File: src/rtl/vote_pkg.sv
// Shared definitions for the vote collector: voter count and round state encoding.
package vote_pkg;

    localparam int unsigned N_VOTERS = 4;

    typedef enum logic [1:0] {
        IDLE,
        OPEN,
        DONE
    } state_e;

endpackage

File: src/rtl/vote_sync.sv
// Two-stage per-bit synchronizer for asynchronous voter buttons.
module vote_sync #(
    parameter int unsigned WIDTH = 4
) (
    input  logic             clk,
    input  logic             rst,
    input  logic [WIDTH-1:0] d,
    output logic [WIDTH-1:0] q
);

    logic [WIDTH-1:0] meta_q, meta_d;
    logic [WIDTH-1:0] sync_q, sync_d;

    always_comb begin
        meta_d = d;
        sync_d = meta_q;
    end

    always_ff @(posedge clk or posedge rst) begin
        if (rst) begin
            meta_q <= '0;
            sync_q <= '0;
        end else begin
            meta_q <= meta_d;
            sync_q <= sync_d;
        end
    end

    assign q = sync_q;

endmodule

File: src/rtl/vote_collector.sv
// Voting round collector: opens a timed window, accumulates "yes" votes, presents a latched ballot.
// Define VOTE_BTN_SYNC_EN to pass the buttons through a 2-flop synchronizer (2-cycle lag).
module vote_collector
    import vote_pkg::*;
#(
    parameter int unsigned WINDOW = 16
) (
    input  logic                clk,
    input  logic                rst,
    input  logic                start,
    input  logic [N_VOTERS-1:0] btn,
    input  logic                ballot_ack,
    output logic [N_VOTERS-1:0] ballot,
    output logic                ballot_valid,
    output logic [N_VOTERS-1:0] voted,
    output logic                busy
);

    localparam int unsigned CW = $clog2(WINDOW + 1);
    localparam logic [CW-1:0] WINDOW_LOAD = CW'(WINDOW);

    state_e              state_q, state_d;
    logic [CW-1:0]       cnt_q, cnt_d;
    logic [N_VOTERS-1:0] voted_q, voted_d;
    logic [N_VOTERS-1:0] ballot_q, ballot_d;

    logic [N_VOTERS-1:0] btn_s;
    logic [N_VOTERS-1:0] voted_acc;
    logic [CW-1:0]       cnt_dec;
    logic                close;

`ifdef VOTE_BTN_SYNC_EN
    vote_sync #(.WIDTH(N_VOTERS)) u_sync (
        .clk (clk),
        .rst (rst),
        .d   (btn),
        .q   (btn_s)
    );
`else
    assign btn_s = btn;
`endif

    // Round-closing condition is computed once so both the FSM and ballot latch see the same decision.
    always_comb begin
        voted_acc = voted_q | btn_s;
        cnt_dec   = (cnt_q == '0) ? '0 : cnt_q - 1'b1;
        close     = (cnt_dec == '0) || (voted_acc == '1);
    end

    always_ff @(posedge clk or posedge rst) begin
        if (rst) begin
            state_q  <= IDLE;
            cnt_q    <= '0;
            voted_q  <= '0;
            ballot_q <= '0;
        end else begin
            state_q  <= state_d;
            cnt_q    <= cnt_d;
            voted_q  <= voted_d;
            ballot_q <= ballot_d;
        end
    end

    always_comb begin
        state_d = state_q;
        case (state_q)
            IDLE:    if (start) state_d = OPEN;
            OPEN:    if (close) state_d = DONE;
            DONE:    if (ballot_ack) state_d = IDLE;
            default: state_d = IDLE;
        endcase
    end

    always_comb begin
        cnt_d    = cnt_q;
        voted_d  = voted_q;
        ballot_d = ballot_q;
        case (state_q)
            IDLE: begin
                if (start) begin
                    voted_d = '0;
                    cnt_d   = WINDOW_LOAD;
                end
            end
            OPEN: begin
                voted_d = voted_acc;
                cnt_d   = cnt_dec;
                if (close) ballot_d = voted_acc;
            end
            default: ;
        endcase
    end

    always_comb begin
        busy         = (state_q == OPEN);
        ballot_valid = (state_q == DONE);
        ballot       = ballot_q;
        voted        = voted_q;
    end

endmodule

File: config.mk
export PLATFORM = sky130hd
export DESIGN_NAME = vote_collector
export DESIGN_NICKNAME = d
export VERILOG_FILES = /design/src/rtl/vote_pkg.sv /design/src/rtl/vote_sync.sv /design/src/rtl/vote_collector.sv
export SDC_FILE = /design/constraint.sdc
export NUM_CORES = 1
export LEC_CHECK = 0
export ABC_CLOCK_PERIOD_IN_PS = 1900
export BUFFER_PORTS_ARGS = -buffer_cell sky130_fd_sc_hd__buf_2
export CAP_MARGIN = 10
export CORE_MARGIN = 2
export CORE_UTILIZATION = 45
export DETAILED_ROUTE_END_ITERATION = 16
export PLACE_DENSITY_LB_ADDON = 0.3
export SLEW_MARGIN = 5
export SYNTH_ARGS = -nofsm -noshare
export SYNTH_HDL_FRONTEND = slang
export SYNTH_HIERARCHICAL = 1
export SYNTH_SLANG_ARGS = --single-unit
File: constraint.sdc
create_clock -name clk -period 1.9 [get_ports clk]
set_input_delay 0.38 -clock clk [delete_from_list [all_inputs] [get_ports clk]]
set_output_delay 0.38 -clock clk [all_outputs]
set_load 0.005 [all_outputs]
==> impl_metrics.csv <==
group,metric,value,unit
pwr,total_power,1.71,mW
floorplanning,die_x,47.1,um
critical_path,cp_num_buf_inv,1,
timing,drv_slew,0,
route,vias,755,
critical_path,worstSetupPathType,"flip-flop to flip-flop",
floorplanning,io_pins,18,
route,drcViolationCount,0,
critical_path,max_stage_delay,390,ps
placement,gp_congestion,0.844,
logic_synthesis,synthArstFlopShare,100,%
floorplanning,core_area,1750,um^2
critical_path,start_kind,"flip-flop",
route,first_pass_iters,4,
timing,fin_skew,2.56,ps
timing,min_period_over_period,100,%
clock_network,clock_latency,280,ps
critical_path,timing.rr.start,"cnt_q[1]",
cells_and_area,fillCellCount,167,
route,antenna_left,0,
logic_synthesis,yosysUniqueCellTypes,26,
critical_path,path_cells,"inv_1 -> ha_2 -> or3b_4 -> o22a_1 -> o31a_4 -> a22o_1",
critical_path,crit_family,"compound AO/OA/AOI/OAI gates",
critical_path,crit_slowest_cell,"dfrtp_1",
cells_and_area,multi_input_area,424,um^2
cells_and_area,antenna_cells,0,
timing,setup_viol,1,
pwr,power.share.sequential,33.4,%
logic_synthesis,synth_area_per_cell,8.90,um^2
pwr,internal-power,1.01,mW
grt,grt_pass1_vias,682,
logic_synthesis,ys_warn_count,6,
grt,grt_max_degree,16,
clock_network,cts_buffers,3,
pwr,power.leakage,0.490,nW
placement,port_buffers,17,
critical_path,cp-end-kind,"flip-flop",
clock_network,clk_pin_slew,90,ps
critical_path,cp.arrival,2080,ps
logic_synthesis,synth_fp_nets,103,
cells_and_area,final_nets,130,
logic_synthesis,ys_seq_elements,15,
grt,antenna_found_initial,0,
clock_network,numClockSinks,15,
timing,timing.final.ws_setup,-0.129,ps
clock_network,cts_root_buffer,"clkbuf_4",
pwr,clkPwrFrac,11.0,%
critical_path,timing.rr.end,"state_q[0]",
floorplanning,start_util,48.0,%
cells_and_area,regArea,375,um^2
hold_path,hold_path_class,"input port to async pin",
grt,grt.total_usage,19.3,%
critical_path,cp-startpoint,"cnt_q[1]",
logic_synthesis,syn_inst,94,
critical_path,path_max_fanout,6,
logic_synthesis,seq_area_frac_synth,44.8,%
timing,relSlewSlack,62.2,%
outcome,violations,"setup timing",
logic_synthesis,ys.flop_type,"dfrtp_1",
clock_network,h-tree-depth,1,
timing,fmax,526,MHz
outcome,status,"finished with violations",
route,wl_per_cell,11.8,um
clock_network,cts_hold_buf,0,
grt,grt_pass1_wl,2.95,mm
floorplanning,fp.dieH,47.1,um
critical_path,rrSetupSlack,-0.1,ps
run,max_cap_viol_count,0,
cells_and_area,finish.utilization,59.6,%
pwr,p_comb_share,55.6,%
logic_synthesis,synth_enable_flop_cells,0,
timing,hold_viol_final,0,
logic_synthesis,netlist_area,837,um^2
pwr,switchingPower,701,uW
timing,max_slew.worst_pin.slew,567,ps
route,first_iter_violations,9,
route,viasPerCell,5.21,
clock_network,cts_tree,"done",
placement,pre_cts_ws,-4.14,ps
pwr,irDropWorstVdd,0.000729,V
grt,grt_overflow_total,0,
cells_and_area,syn2layout_area_growth,24.2,%
route,drt-total-wl,1.71,mm
floorplanning,dieArea,2220,um^2
cells_and_area,drive_above_1_share,34.2,%
critical_path,ff2ff_path_depth,6,
pwr,powerDensity,1640,nW/um^2
timing,layout_min_cycle_time,1900,ps
placement,hpwlAfterDp,1.30,mm
clock_network,cts.path.max_buffers,2,
floorplanning,rows,15,
pwr,p_sw_share,41.0,%
timing,rsz0062_at_grt,"yes",
critical_path,crit_required,2080,ps
cell usage after synthesis, types with 3 or more instances:
cell | count | area share (%)
a21oi_1 | 8 | 4.8
nor4_1 | 4 | 3.0
inv_1 | 10 | 4.5
dfrtp_1 | 15 | 45
nor2b_1 | 3 | 2.2
o21ai_0 | 8 | 4.8
a211oi_2 | 4 | 6.0
nor2_1 | 16 | 7.2
nand2_1 | 9 | 4.0
how the worst max path moves through the flow:
| stage | slack [ps] | to | cells after the start |
|---|---|---|---|
| finish | -0.1 | state_q[0] | 6 |
| global route | -60 | ballot[1] | 6 |
| floorplan | -30 | state_q[0] | 6 |
| CTS | -0.4 | state_q[0] | 6 |
| detailed placement | -4 | state_q[0] | 6 |
| global placement | 70 | state_q[0] | 6 |
metrics by stage:
step / setup TNS, ps / cell area, um^2 / hold WS (ps) / std cells
after CTS: -0.422 / 1020 / 149 / 144
final: -0.129 / 1040 / 130 / 145
after detailed placement: -4.14 / 981 / 466 / 139
after global placement: 0 / 981 / 464 / 139
after floorplan: -28.6 / 840 / 281 / 94
after global routing: -276 / 1040 / 191 / 145
kinds of logic (layout without fill, tap and decap cells):
kind of cell	Yosys count	after routing	share of synthesized area, %
AO/OA/AOI/OAI	24	24	20.8
XOR/XNOR	1	1	1.05
adder cells (fa/ha/maj)	1	1	1.49
buffers and inverters	13	39	6.88
flip-flops	15	15	44.8
multiplexers	1	1	1.20
AND/OR/NAND/NOR	39	39	23.8
placed cells by master, fill, tap and decap left out, drive strengths merged, types with 3 or more instances in the layout:
cell type  count
o21ai          8
inv           10
buf           25
nor4           4
a21oi          8
nor2          16
nor2b          3
nand2          9
a211oi         4
dfrtp         15
clkbuf         4
sequential cells by signal, summed over array words and instances, names as in the netlist:
name / count
ballot: 4
cnt_q: 5
state_q: 2
voted: 4
routing by layer:
metal / share of wire [%] / GRT usage (%) / vias up / routed length (um)
met4: 1.5 / 9.44 / 0 / 26
li1: - / - / 374 / -
met3: 3.9 / 5.00 / 4 / 66
met5: 0 / 0 / - / 0
met1: 47 / 25.4 / 355 / 812
met2: 47 / 29.3 / 22 / 806
layout make-up:
| class | count | share of cell area (%) |
|---|---|---|
| Multi-Input combinational cell | 66 | 40.8 |
| Sequential cell | 15 | 36.1 |
| Timing Repair Buffer | 25 | 14.0 |
| Inverter | 10 | 3.61 |
| Tap cell | 25 | 3.01 |
| Clock buffer | 4 | 2.53 |
repair_timing:
action,CTS,global route
buffers inserted,1,1
setup endpoints to repair,2,6
pin swaps,0,0
gates resized for setup,1,4
power groups by stage:
stage | combinational (mW) | sequential, mW | clock (mW)
after global routing | 1.08 | 0.598 | 0.214
after floorplan | 0.605 | 0.568 | 0
final | 0.950 | 0.570 | 0.187
after global placement | 0.854 | 0.568 | 0
after CTS | 0.914 | 0.568 | 0.195
after detailed placement | 0.884 | 0.575 | 0
Note: power is estimated with default switching activity, not from simulation.
